**src/rtl/alu_seq_pkg.sv**
```systemverilog
`default_nettype none
// ============================================================================
// Module      : alu_seq_pkg
// Description : Shared types and constants for the ALU operation sequencer.
//               Holds the FSM state type, ARM condition codes, ALU opcodes,
//               NZCV flag bit positions and opcode classification helpers.
// Revision    : 1.0 - initial release
// ============================================================================
package alu_seq_pkg;

    typedef enum logic [1:0] {
        ST_IDLE = 2'd0,
        ST_EVAL = 2'd1,
        ST_EXEC = 2'd2,
        ST_HOLD = 2'd3
    } state_t;

    // ARM condition field encodings
    localparam logic [3:0] COND_EQ = 4'b0000;
    localparam logic [3:0] COND_NE = 4'b0001;
    localparam logic [3:0] COND_CS = 4'b0010;
    localparam logic [3:0] COND_CC = 4'b0011;
    localparam logic [3:0] COND_MI = 4'b0100;
    localparam logic [3:0] COND_PL = 4'b0101;
    localparam logic [3:0] COND_VS = 4'b0110;
    localparam logic [3:0] COND_VC = 4'b0111;
    localparam logic [3:0] COND_HI = 4'b1000;
    localparam logic [3:0] COND_LS = 4'b1001;
    localparam logic [3:0] COND_GE = 4'b1010;
    localparam logic [3:0] COND_LT = 4'b1011;
    localparam logic [3:0] COND_GT = 4'b1100;
    localparam logic [3:0] COND_LE = 4'b1101;
    localparam logic [3:0] COND_AL = 4'b1110;
    localparam logic [3:0] COND_NV = 4'b1111;

    // ALU opcodes; the low three bits select the arithmetic class
    localparam logic [4:0] OP_AND       = 5'b00000;
    localparam logic [4:0] OP_ORR       = 5'b00001;
    localparam logic [4:0] OP_SUB       = 5'b00010;
    localparam logic [4:0] OP_RSB       = 5'b00011;
    localparam logic [4:0] OP_ADD       = 5'b00100;
    localparam logic [4:0] OP_ADC       = 5'b00101;
    localparam logic [4:0] OP_SBC       = 5'b00110;
    localparam logic [4:0] OP_RSC       = 5'b00111;
    localparam logic [4:0] OP_EOR       = 5'b01000;
    localparam logic [4:0] OP_BIC       = 5'b01001;
    localparam logic [4:0] OP_CMP       = 5'b01010;
    localparam logic [4:0] OP_CMN       = 5'b01011;
    localparam logic [4:0] OP_ADDX      = 5'b01100;
    localparam logic [4:0] OP_UNDEF_MIN = 5'b10011;

    // NZCV bit positions inside the flag register {N,Z,C,V}
    localparam int FLAG_N = 3;
    localparam int FLAG_Z = 2;
    localparam int FLAG_C = 1;
    localparam int FLAG_V = 0;

    // Arithmetic ops own the C and V flags; logical ops leave them alone
    function automatic logic is_arith(input logic [4:0] op);
        return (op[2:0] >= 3'b010);
    endfunction

    function automatic logic is_undef(input logic [4:0] op);
        return (op >= OP_UNDEF_MIN);
    endfunction

endpackage
`default_nettype wire

```
**src/rtl/alu_op_sequencer_cond_eval.sv**
```systemverilog
`default_nettype none
// ============================================================================
// Module      : cond_eval
// Description : Combinational ARM condition-code evaluator.
//   cond  - 4-bit condition field
//   flags - NZCV flag register {N,Z,C,V}
//   pass  - 1 when the condition holds for the given flags
// Revision    : 1.0 - initial release
// ============================================================================
module cond_eval
    import alu_seq_pkg::*;
(
    input  logic [3:0] cond,
    input  logic [3:0] flags,
    output logic       pass
);

    logic w_n;
    logic w_z;
    logic w_c;
    logic w_v;

    assign w_n = flags[FLAG_N];
    assign w_z = flags[FLAG_Z];
    assign w_c = flags[FLAG_C];
    assign w_v = flags[FLAG_V];

    always_comb begin
        pass = 1'b0;
        case (cond)
            COND_EQ: pass = w_z;
            COND_NE: pass = ~w_z;
            COND_CS: pass = w_c;
            COND_CC: pass = ~w_c;
            COND_MI: pass = w_n;
            COND_PL: pass = ~w_n;
            COND_VS: pass = w_v;
            COND_VC: pass = ~w_v;
            COND_HI: pass = w_c & ~w_z;
            COND_LS: pass = ~w_c | w_z;
            COND_GE: pass = (w_n == w_v);
            COND_LT: pass = (w_n != w_v);
            COND_GT: pass = ~w_z & (w_n == w_v);
            COND_LE: pass = w_z | (w_n != w_v);
            COND_AL: pass = 1'b1;
            COND_NV: pass = 1'b0;
            default: pass = 1'b0;
        endcase
    end

endmodule
`default_nettype wire

```
**src/rtl/alu_op_sequencer.sv**
```systemverilog
`default_nettype none
// ============================================================================
// Module      : alu_op_sequencer
// Description : Execute-stage controller for the 32-bit ALU. Accepts one
//               decoded operation over in_valid/in_ready, checks its
//               condition against the NZCV register, issues passing ops to
//               the external ALU and presents the result to write-back over
//               out_valid/out_ready.
//   Ports:
//     clk, rst_n, flush          - clock, sync active-low reset, sync abort
//     in_*                       - operation request channel
//     alu_op/a/b/cin, alu_o/...  - external ALU drive and results
//     out_*                      - write-back channel
//     flags                      - NZCV register {N,Z,C,V}
// Revision    : 1.0 - initial release
// ============================================================================
module alu_op_sequencer
    import alu_seq_pkg::*;
#(
    parameter int DATA_W = 32,
    parameter int OP_W   = 5
) (
    input  logic              clk,
    input  logic              rst_n,
    input  logic              flush,
    input  logic              in_valid,
    output logic              in_ready,
    input  logic [3:0]        in_cond,
    input  logic [OP_W-1:0]   in_op,
    input  logic              in_s,
    input  logic [DATA_W-1:0] in_a,
    input  logic [DATA_W-1:0] in_b,
    input  logic [3:0]        in_rd,
    output logic [OP_W-1:0]   alu_op,
    output logic [DATA_W-1:0] alu_a,
    output logic [DATA_W-1:0] alu_b,
    output logic              alu_cin,
    input  logic [DATA_W-1:0] alu_o,
    input  logic              alu_n,
    input  logic              alu_z,
    input  logic              alu_v,
    input  logic              alu_cout,
    output logic              out_valid,
    input  logic              out_ready,
    output logic [DATA_W-1:0] out_result,
    output logic [3:0]        out_rd,
    output logic              out_we,
    output logic              out_undef,
    output logic [3:0]        flags
);

    state_t            r_state;
    logic [3:0]        r_cond;
    logic [OP_W-1:0]   r_op;
    logic              r_s;
    logic [DATA_W-1:0] r_a;
    logic [DATA_W-1:0] r_b;
    logic [3:0]        r_rd;

    logic              w_pass;
    logic              w_undef;
    logic              w_arith;

    // Evaluated against the live flag register, so an update written by the
    // previous op at its EXEC edge is already visible here.
    cond_eval u_cond_eval (
        .cond  (r_cond),
        .flags (flags),
        .pass  (w_pass)
    );

    assign w_undef  = is_undef(r_op);
    assign w_arith  = is_arith(r_op);

    // Gated by rst_n so the channel reads not-ready while reset is held.
    assign in_ready = rst_n && (r_state == ST_IDLE);
    assign alu_cin  = flags[FLAG_C];

    always_ff @(posedge clk) begin
        if (!rst_n) begin
            r_state    <= ST_IDLE;
            r_cond     <= 4'd0;
            r_op       <= '0;
            r_s        <= 1'b0;
            r_a        <= '0;
            r_b        <= '0;
            r_rd       <= 4'd0;
            flags      <= 4'b0000;
            out_valid  <= 1'b0;
            out_we     <= 1'b0;
            out_undef  <= 1'b0;
            out_result <= '0;
            out_rd     <= 4'd0;
            alu_op     <= '0;
            alu_a      <= '0;
            alu_b      <= '0;
        end else if (flush) begin
            // Abort wins over every state transition, including the EXEC
            // flag write.
            r_state   <= ST_IDLE;
            out_valid <= 1'b0;
        end else begin
            case (r_state)
                ST_IDLE: begin
                    if (in_valid) begin
                        r_cond  <= in_cond;
                        r_op    <= in_op;
                        r_s     <= in_s;
                        r_a     <= in_a;
                        r_b     <= in_b;
                        r_rd    <= in_rd;
                        r_state <= ST_EVAL;
                    end
                end
                ST_EVAL: begin
                    if (!w_pass) begin
                        out_we    <= 1'b0;
                        out_undef <= 1'b0;
                        out_rd    <= r_rd;
                        out_valid <= 1'b1;
                        r_state   <= ST_HOLD;
                    end else if (w_undef) begin
                        out_we    <= 1'b0;
                        out_undef <= 1'b1;
                        out_rd    <= r_rd;
                        out_valid <= 1'b1;
                        r_state   <= ST_HOLD;
                    end else begin
                        // ALU inputs only move when an op is really issued.
                        alu_op  <= r_op;
                        alu_a   <= r_a;
                        alu_b   <= r_b;
                        r_state <= ST_EXEC;
                    end
                end
                ST_EXEC: begin
                    out_result <= alu_o;
                    out_we     <= 1'b1;
                    out_undef  <= 1'b0;
                    out_rd     <= r_rd;
                    out_valid  <= 1'b1;
                    if (r_s) begin
                        flags[FLAG_N] <= alu_n;
                        flags[FLAG_Z] <= alu_z;
                        if (w_arith) begin
                            flags[FLAG_C] <= alu_cout;
                            flags[FLAG_V] <= alu_v;
                        end
                    end
                    r_state <= ST_HOLD;
                end
                ST_HOLD: begin
                    if (out_ready) begin
                        out_valid <= 1'b0;
                        r_state   <= ST_IDLE;
                    end
                end
                default: begin
                    r_state <= ST_IDLE;
                end
            endcase
        end
    end

endmodule
`default_nettype wire
```
**config.mk**
```make
export PLATFORM = sky130hd
export DESIGN_NAME = alu_op_sequencer
export DESIGN_NICKNAME = d
export VERILOG_FILES = /design/src/rtl/alu_seq_pkg.sv /design/src/rtl/alu_op_sequencer_cond_eval.sv /design/src/rtl/alu_op_sequencer.sv
export SDC_FILE = /design/constraint.sdc
export NUM_CORES = 1
export LEC_CHECK = 0
export ABC_CLOCK_PERIOD_IN_PS = 2400
export CORE_AREA = 2 2 134 136
export CTS_CLUSTER_SIZE = 16
export DETAILED_ROUTE_END_ITERATION = 16
export DIE_AREA = 0 0 136 138
export GPL_ROUTABILITY_DRIVEN = 0
export PLACE_DENSITY = 0.75
export SYNTH_ARGS = -nofsm -noshare
export SYNTH_HDL_FRONTEND = slang
export SYNTH_HIERARCHICAL = 1
export SYNTH_SLANG_ARGS = --single-unit
```
**constraint.sdc**
```tcl
create_clock -name clk -period 2.4 [get_ports clk]
set_input_delay 0.72 -clock clk [delete_from_list [all_inputs] [get_ports clk]]
set_output_delay 0.72 -clock clk [all_outputs]
set_load 0.02 [all_outputs]
```
==> key figures <==
Logic synthesis
  • Sequential area share after synthesis: between 50% and 60%
  • Average size of a mapped cell: 7.827 um^2
  • Register bit total from synthesis: 192
  • Top-area cell type share of the netlist area: 55.11%
  • Area leader, netlist: dfxtp_1
  • YS warnings: 6
  • Post-Synthesis Cells: 891
  • Ys flop type: dfxtp_1
  • Number of synthesized flops with an enable pin: 0
  • Synthesized net count: 1014
  • FFs w/ async S/R, synth: 0%
  • Most common cell in the netlist: nand2_1
  • Post-Syn Area: 0.006974 mm^2
  • Synth top area cells: dfxtp_1 55%, nand2_1 20%, a21oi_1 14%
  • Synth cell types: 39
  • Top cells by count, synth: 364 x nand2_1, 194 x a21oi_1, 192 x dfxtp_1, 42 x clkbuf_1, 15 x buf_2

Worst setup path
  • Largest stage delay, worst path: about 0.33 ns
  • CP max FO: 26
  • Crit-path cells: xor2_2 > xor2_1 > a2111oi_2 > a311oi_1 > o22ai_1 > nand3b_1 > buf_4 > a21o_4 > buf_12 > nand2_1 > a21oi_1
  • CP bufs+invs: 2
  • CP top delay family: compound AO/OA/AOI/OAI gates
  • Worst setup SP type: flop
  • Critical path class: reg -> reg
  • Worst Setup End Kind: flop
  • Req. time, crit path: 2.71 ns
  • Worst path slowest cell: dfxtp_2
  • CP Data Arrival Time: 2.64 ns

Global routing
  • Global Route Usage Sum: 19.89%
  • Grt total ovfl: 0
  • Largest net degree at the start of global routing: between 40 and 50
  • Vias in the first global route: roughly 6000
  • Antenna violations before repair: 0
  • First-pass GRT wire length: 30020 um

Power and ir drop
  • Leak: ~3.6 nW
  • PwrDens: 639.7 mW/mm^2
  • Total power: 6.679 mW
  • Peak supply drop: roughly 0.00049 V

Clock tree
  • CTS clock-pin slew for the worst setup and hold paths: 0.07 ns
  • TritonCTS clock tree: yes
  • CTS sink count: 192
  • CTS Buf Count: 17
  • H-tree levels: 4
  • Root Driver: clkbuf_16
  • Clock latency at the later pin of the worst-skew pair: between 0.4 and 0.5 ns
  • Max clock buf depth: 2
  • Hold Buf Count CTS: 0

Cells and area
  • Layout cells sized above 1: 7.016%
  • Fillers: 1579
  • Non-Filler Instances: approximately 1400
  • Final net count: 1237
  • Number of diodes: 0
  • Final Util: 59.55%
  • Area Overhead vs Synth: 49.71%

Place
  • Placed insts: 1318
  • PortBufs: between 200 and 250
  • Detailed placer's ending HPWL: 12550 um

Floorplan
  • I/O Pins: 233
  • Die height: 138 um
  • DIE WIDTH: 136 um
  • Die outline area: 0.01877 mm^2
  • Core ar.: 0.01753 mm^2
  • # rows: 49
  • Starting density of the core: 39.77%

Drt
  • Vias: 6554
  • DR iter-0 viols: 315
  • DR pass1 iterations: 4
  • Routed Antenna Nets: 0
  • DRC Markers: 0
  • DRT Wirelength: 18990 um
  • Vias per inst: slightly below 5
  • Routed len/inst: 14.01 um

STA
  • Worst-Margin Slew: 0.3909 ns
  • Tcrit/Tclk final: just under 100%
  • Final Hold Fails: 0
  • Relative slew slack: 73.78%
  • Worst Clk Skew: approximately 0.011 ns
  • Fin crit period: 2.337 ns
  • Max-slew violations: 0
  • Final setup fails: 0
  • RSZ-0062 raised after global routing: yes
  • FMAX: between 400 and 500 MHz

Min path
  • Hold crit path type: reg -> reg

Status
  • Status: finished, final reports clean

Flow run
  • Max Cap Violations: 0
-- layout by cell type (no fill, tap or decap), types with 3 or more instances in the layout --
cell type        count
a21oi_1            194
nand2b_1             5
nand3_1              7
clkbuf_16           17
buf_12              16
nand2_1            364
clkinvlp_4           4
o21ai_0             10
nand3b_1             3
dfxtp_1            187
buf_4               16
clkbuf_8             4
clkdlybuf4s50_1    231
inv_1                7
dfxtp_2              5
ha_1                 4
nor2_1               8
-- sequential cells by signal (all words and copies together), names as in the netlist, 2 cells and up --
signal	count
out_result	32
r_a	32
alu_op	5
alu_a	32
flags	4
out_rd	4
r_state	2
alu_b	32
r_b	32
r_rd	4
r_op	5
r_cond	4
-- timing repair --
| item | in CTS | in global routing |
|---|---|---|
| gates cloned | 2 | 0 |
| pin swaps | 3 | 2 |
| setup endpoints to repair | 25 | 74 |
| gates resized for setup | 9 | 6 |
| buffers inserted | 4 | 0 |
| hold endpoints to repair | 0 | 0 |
-- layout make-up --
class                   instances  area [um^2]  share of cell area (%)
repair buffers                268         2839                   27.19
inverters                       8        35.03                  0.3355
flip-flops and latches        192         3850                   36.87
well taps                     229        286.5                   2.744
clock inverters                 8        103.9                  0.9946
clock buffers                  23        488.0                   4.673
multi-input cells             627         2839                   27.19
-- worst paths after layout --
path	from	end	slack, ns	cells after the start
max reg2reg	flags[0]	alu_b[6]	0.06	11
min	r_a[29]	alu_a[29]	0.45	2
min reg2reg	r_a[29]	alu_a[29]	0.45	2
max	flags[0]	alu_b[6]	0.06	11
-- per-layer routing --
metal	vias up	global-route usage [%]	routed length, um
met5	-	0	0
li1	3340	-	-
met1	3018	24.13	8071
met2	168	33.38	9283
met3	28	4.877	1203
met4	0	8.443	431
-- power breakdown --
part,internal (mW),switching (mW)
Clock,1.64,1.18
Combinational,0.303,0.253
Sequential,3.26,0.0422
Total,5.20,1.47
-- per-stage QoR --
step	worst slack, ns	TNS, ns	instance area [um^2]	hold slack (ns)
after global routing	-0.06078	-1.859	10440	0.4651
final	0.06321	0	10440	0.4475
after global placement	-0.3015	-0.3015	9723	0.4351
after CTS	0.004256	0	10440	0.4522
after floorplan	0.02225	0	6977	0.4321
after detailed placement	-0.2883	-0.3551	9723	0.4422
-- worst reg2reg max path, cell delays in order, from the launching register on --
cell and delay, ns:
dfxtp_2 0.33, xor2_2 0.18, xor2_1 0.16, a2111oi_2 0.31
a311oi_1 0.08, o22ai_1 0.23, nand3b_1 0.20, buf_4 0.19
a21o_4 0.22, buf_12 0.17, nand2_1 0.09, a21oi_1 0.06
-- cell families after synthesis --
kind of cell               count (synthesis)  share of synthesized area, %
and+or+nand+nor                          397                         22.25
xor gates and xnor gates                   4                        0.5024
muxes                                      1                        0.1435
AOI/OAI and AO/OA                        221                         16.65
buffers and inverters                     72                         4.629
adders and majority gates                  4                        0.7176
DFF                                      192                         55.11
Power figures use the tool's default switching activity.
==> variant 1 (same flow settings) <==
Reset style: asynchronous (`rst_n`), changed in one clocked block. Comments in the files are not updated.
--- a/src/rtl/alu_op_sequencer.sv
+++ b/src/rtl/alu_op_sequencer.sv
@@ -78,3 +78,3 @@
 
-    always_ff @(posedge clk) begin
+    always_ff @(posedge clk or negedge rst_n) begin
         if (!rst_n) begin
Formal check against the unedited RTL: differs if rst_n is asserted again (counterexample within 4 cycles, from zero or initial values and one cycle with rst_n low); with rst_n held inactive, the same outputs for 4 cycles.
==> variant 1 against the unedited design <==
- the flow now finishes with violations (negative setup slack)
- critical path depth stayed put
- clock skew is 0.0017 ns lower
- area after synthesis is 12% higher
- worst setup slack worse by 0.15 ns
- sequential cell count stayed put
- design area is 8.4% higher
- routed wire length is 6.5% lower
- critical path type unchanged
Power is not compared: it rests on default switching activity, and its combinational part moved more than twofold at a synthesized area within 25%.
==> variant 1: results (changes against the unedited design) <==
clock-pin slew on the worst setup and hold paths: 0.07 ns (about the same)
asr flop ratio synth: 100% (was 0%)
Clock Path Buffers: 2 (unchanged)
EDFF count, synth: 0 (unchanged)
status: finished, violations left (was completed)
Synth area leaders: dfrtp_1 61%, mux2_2 18%, mux2_4 11% (was dfxtp_1 55%, nand2_1 20%, a21oi_1 14%)
predominant post-synthesis flop cell: dfrtp_1 (was dfxtp_1)
met3 Usage GRT: 6.60% (was 4.88%)
Max-cap violations: 0 (unchanged)
Post-synth top cells: 192 x dfrtp_1, 128 x mux2_2, 59 x mux2_4 (was 364 x nand2_1, 194 x a21oi_1, 192 x dfxtp_1, 42 x clkbuf_1, 15 x buf_2)
Antenna Cells: 0 (unchanged)
share of cells above drive strength 1: 36.3% (was 7.02%)
PortBufs: 232 (unchanged)
hold depth: 1 (was 2)
fin nets: 856 (was 1237)
Hold Crit Class: reg -> reg (unchanged)
crit path max fanout: 5 (was 26)
R2R depth: 11 (unchanged)
Setup TNS: -2.99 ns (was 0 ns)
CTS Buf Count: 17 (unchanged)
final setup fails: 72 (was 0)
Final WS setup: -0.0820 ns (was 0.0632 ns)
vias in the first global route: 5319 (was 5991)
first-pass GRT wire length: 27800 um (was 30000 um)
H-Tree Depth: 4 (unchanged)
global routing usage on met1: 23.8% (was 24.1%)
clk_skew: 0.00916 ns (was 0.0108 ns)
Synth cell types: 43 (was 39)
Skew-Pair Late Insertion Delay: 0.42 ns (about the same)
register area share after synthesis: 61.5% (was 55.1%)
first-pass iteration count of the detailed router: 4 (unchanged)
VDD IR max: 0.725 mV
drt first-iter violations: 218 (was 315)
CP Data Arrival Time: 2.79 ns (was 2.64 ns)
met2 usage: 31.1% (was 33.4%)
Mapped Nets: 598 (was 1014)
Via Count: 4856 (was 6554)
Mapped Area: 7820 um^2 (was 6970 um^2)
Max Slew Vio Count: 0 (unchanged)
largest net degree at the start of global routing: 193 (was 41)
Routed WL: 17800 um (was 19000 um)
antenna violations before repair: 0 (unchanged)
relative slew slack: 35.1% (was 73.8%)
drt drc: 0 (unchanged)
failing checks: negative setup slack
Root Driver: clkbuf_16 (unchanged)
Leakage: 5.00 nW
Detailed Place HPWL: 12000 um (was 12500 um)
GR Util All Layers: 18.9% (was 19.9%)
variant 1: per-stage QoR:
stage / setup WS [ns] / power, W / area [um^2] / std cells
after floorplan: -0.172 / 0.00967 / 7830 / 474
after global placement: -0.0815 / 0.0124 / 10600 / 935
after detailed placement: -0.122 / 0.0127 / 10600 / 935
after CTS: -0.0595 / 0.0155 / 11200 / 967
after global routing: -0.184 / 0.0164 / 11300 / 973
final: -0.0820 / 0.0155 / 11300 / 973
variant 1: routing by layer:
layer	share of wire, %	routed length, um
met2	49	8620
met1	43	7570
met4	1.1	199
met3	7.8	1380
met5	0	0
variant 1: kinds of logic (layout without fill, tap and decap cells):
kind of cell	Yosys count	after routing	synth area share, %
and+or+nand+nor	24	24	1.79
adders and majority gates	5	5	0.800
xor gates and xnor gates	4	4	0.448
AOI/OAI and AO/OA	31	31	3.22
buffers and inverters	30	300	2.38
DFF	192	192	61.5
muxes	188	188	29.9
variant 1: final timing paths:
check | start | end | slack [ns]
worst min register to register | r_b[19]$_DFFE_PN0P_ | alu_b[19]$_DFFE_PN0P_ | 0.50
max in group asynchronous | rst_n | r_cond[1]$_DFFE_PN0P_ | 1.13
min in group asynchronous | rst_n | r_a[5]$_DFFE_PN0P_ | 0.57
worst min-delay path | r_b[19]$_DFFE_PN0P_ | alu_b[19]$_DFFE_PN0P_ | 0.50
worst max-delay path | flags[3]$_DFFE_PN0P_ | alu_a[12]$_DFFE_PN0P_ | -0.08
worst max register to register | flags[3]$_DFFE_PN0P_ | alu_a[12]$_DFFE_PN0P_ | -0.08
variant 1: report_power, final:
part / total, W / leakage [nW] / internal [W] / switching [W]
Clock: 0.00265 / 0.258 / 0.00136 / 0.00128
Combinational: 0.00700 / 2.42 / 0.00410 / 0.00290
Sequential: 0.00586 / 2.32 / 0.00485 / 0.00102
Total: 0.0155 / 5.00 / 0.0103 / 0.00520
variant 1: timing repair:
action	4_1_cts	5_1_grt
gates cloned	0	4
endpoints found under the setup margin	73	73
pin swaps	4	7
setup buffers	1	2
gates resized for setup	5	15
endpoints found under the hold margin	0	0
variant 1: cell type report:
class	instances	area, um^2
multi-input combinational	252	2910
timing repair buffer	263	2740
inverter	6	22.5
clock buffer	18	429
fill	1283	6220
clock inverter	13	124
sequential	192	4810
tap	229	287
variant 1: worst max-delay path, stage by stage (launching register included):
cell	delay (ns)
dfrtp_2	0.42
xor2_2	0.19
xor2_1	0.16
a2111oi_2	0.30
a311oi_1	0.09
o22ai_2	0.15
nand2_2	0.08
buf_6	0.13
a211oi_4	0.20
buf_6	0.17
clkbuf_16	0.16
mux2_2	0.32
==> variant 2 (same settings) <==
Without the edit above. Set the parameter `DATA_W` to 16 (it was 32).
--- a/src/rtl/alu_op_sequencer.sv
+++ b/src/rtl/alu_op_sequencer.sv
@@ -19,3 +19,3 @@
 #(
-    parameter int DATA_W = 32,
+    parameter int DATA_W = 16,
     parameter int OP_W   = 5
Ports: changed (6 resized); port bits go from 233 to 137. No check against the original RTL was run, so the function may have changed too.
==> variant 2 against the unedited design <==
- sequential cell count shrank 80
- design area shrank 37%
- utilization shrank 22 points
- clock power shrank 49%
- worst hold slack gained 0.0025 ns
- area after synthesis shrank 35%
- worst setup slack lost 0.011 ns
- first-iteration DRC count shrank 42%
- routed wire length shrank 36%
- total power shrank 44%
- largest cell class unchanged
==> variant 2: results (changes against the unedited design) <==
Via Count: 3994 (was 6554)
VDD IR max: 0.344 mV (was 0.488 mV)
crit path max fanout: 5 (was 26)
first-pass GRT wire length: 18200 um (was 30000 um)
crit-path leading delay family: compound AO/OA/AOI/OAI gates (unchanged)
relative slew slack: 61.0% (was 73.8%)
register area share after synthesis: 49.4% (was 55.1%)
Leakage: 2.26 nW (was 3.61 nW)
PortBufs: 136 (was 232)
clock-pin slew on the worst setup and hold paths: 0.07 ns (about the same)
fin nets: 747 (was 1237)
Synth area leaders: dfxtp_1 49%, nand2_1 14%, a21boi_0 11% (was dfxtp_1 55%, nand2_1 20%, a21oi_1 14%)
Hold Crit Class: reg -> reg (unchanged)
GR Util All Layers: 12.3% (was 19.9%)
Worst path slowest cell: dfxtp_4 (was dfxtp_2)
Crit path largest cell delay: 0.36 ns (was 0.33 ns)
drt first-iter violations: 182 (was 315)
share of cells above drive strength 1: 8.86% (was 7.02%)
CP Data Arrival Time: 2.63 ns (was 2.64 ns)
H-Tree Depth: 3 (was 4)
Synth cell types: 40 (was 39)
pre-CTS setup slack: 0.0320 ns (was -0.288 ns)
vias in the first global route: 3602 (was 5991)
Clock Path Buffers: 2 (unchanged)
status: completed (unchanged)
P_int: 0.00285 W (was 0.00520 W)
Routed WL: 12100 um (was 19000 um)
Skew-Pair Late Insertion Delay: 0.35 ns (was 0.42 ns)
Root Driver: clkbuf_16 (unchanged)
Detailed Place HPWL: 7800 um (was 12500 um)
Fill cells: 1795 (was 1579)
clk_skew: 0.00937 ns (was 0.0108 ns)
CTS Buf Count: 9 (was 17)
Post-synth top cells: 174 x nand2_1, 112 x dfxtp_1, 65 x a21boi_0, 38 x nand3_1, 34 x o21ai_0 (was 364 x nand2_1, 194 x a21oi_1, 192 x dfxtp_1, 42 x clkbuf_1, 15 x buf_2)
Mapped Nets: 616 (was 1014)
largest net degree at the start of global routing: 152 (was 41)
==> variant 2: cell types whose count changed after synthesis, sizes merged, moves of 24 or more <==
cell	delta
nand2	-190
a21oi	-189
dfxtp	-80
a21boi	+66
nand3	+31
o21ai	+29
clkbuf	-24
==> variant 2: worst register-to-register path, stage by stage, from the launching register on <==
cell       delay [ns]
dfxtp_4          0.36
xor2_2           0.19
xor2_1           0.24
a2111oi_2        0.11
a311oi_1         0.26
o22ai_1          0.13
buf_4            0.17
and2_4           0.18
o32ai_4          0.26
buf_4            0.20
mux2i_1          0.19
==> variant 2: layout make-up <==
| type | count | share of cell area (%) |
|---|---|---|
| inverter | 4 | 0.227 |
| clock buffer | 11 | 3.67 |
| multi-input combinational | 383 | 31.9 |
| sequential | 112 | 34.1 |
| tap | 229 | 4.34 |
| clock inverter | 5 | 0.625 |
| timing repair buffer | 162 | 25.2 |
==> variant 2: timing repair <==
| action | CTS | global route |
|---|---|---|
| hold endpoints to repair | 0 | 0 |
| resized for setup | 1 | 13 |
| pin swaps | 0 | 6 |
| endpoints found under the setup margin | 1 | 42 |
| gates cloned | 0 | 2 |
| buffers inserted | 0 | 4 |
==> variant 2: per-stage QoR <==
step           instance area [um^2]  instances  hold slack, ns
2_1_floorplan                  4540        541           0.437
3_3_place_gp                   6170        884           0.435
3_5_place_dp                   6170        884           0.444
4_1_cts                        6460        900           0.455
5_1_grt                        6610        906           0.466
6_report                       6610        906           0.450
==> variant 2: final timing paths <==
kind	start	endpoint	slack [ns]	cells after the start
setup / recovery	flags[0]$_SDFFE_PN0P_	out_rd[0]$_SDFFE_PN0P_	0.05	10
hold / removal	alu_a[5]$_SDFFE_PN0P_	alu_a[5]$_SDFFE_PN0P_	0.45	2
setup reg to reg	flags[0]$_SDFFE_PN0P_	out_rd[0]$_SDFFE_PN0P_	0.05	10
hold reg to reg	alu_a[5]$_SDFFE_PN0P_	alu_a[5]$_SDFFE_PN0P_	0.45	2
==> variant 2: logic make-up (layout without fill, tap and decap cells) <==
logic type,Yosys count,count (layout),synth area share (%)
and+or+nand+nor,240,240,22.1
AOI/OAI and AO/OA,127,127,19.5
DFF,112,112,49.4
buffers and inverters,46,182,5.35
muxes,8,8,1.77
adders and majority gates,4,4,1.10
xor gates and xnor gates,4,4,0.773
==> variant 2: per-layer routing <==
layer	routed length [um]	global-route usage, %	vias to the layer above
li1	-	-	2056
met1	5510	15.3	1832
met2	5730	19.9	87
met3	602	3.45	19
met4	240	5.04	0
met5	0	0	-
==> variant 2: power by group through the flow <==
stage	clock [W]	sequential, W	combinational, W
after global routing	0.00159	0.00193	0.000413
final	0.00145	0.00193	0.000376
after detailed placement	0	0.00197	0.000363
after global placement	0	0.00197	0.000359
after floorplan	0	0.00197	0.000173
after CTS	0.00151	0.00193	0.000364
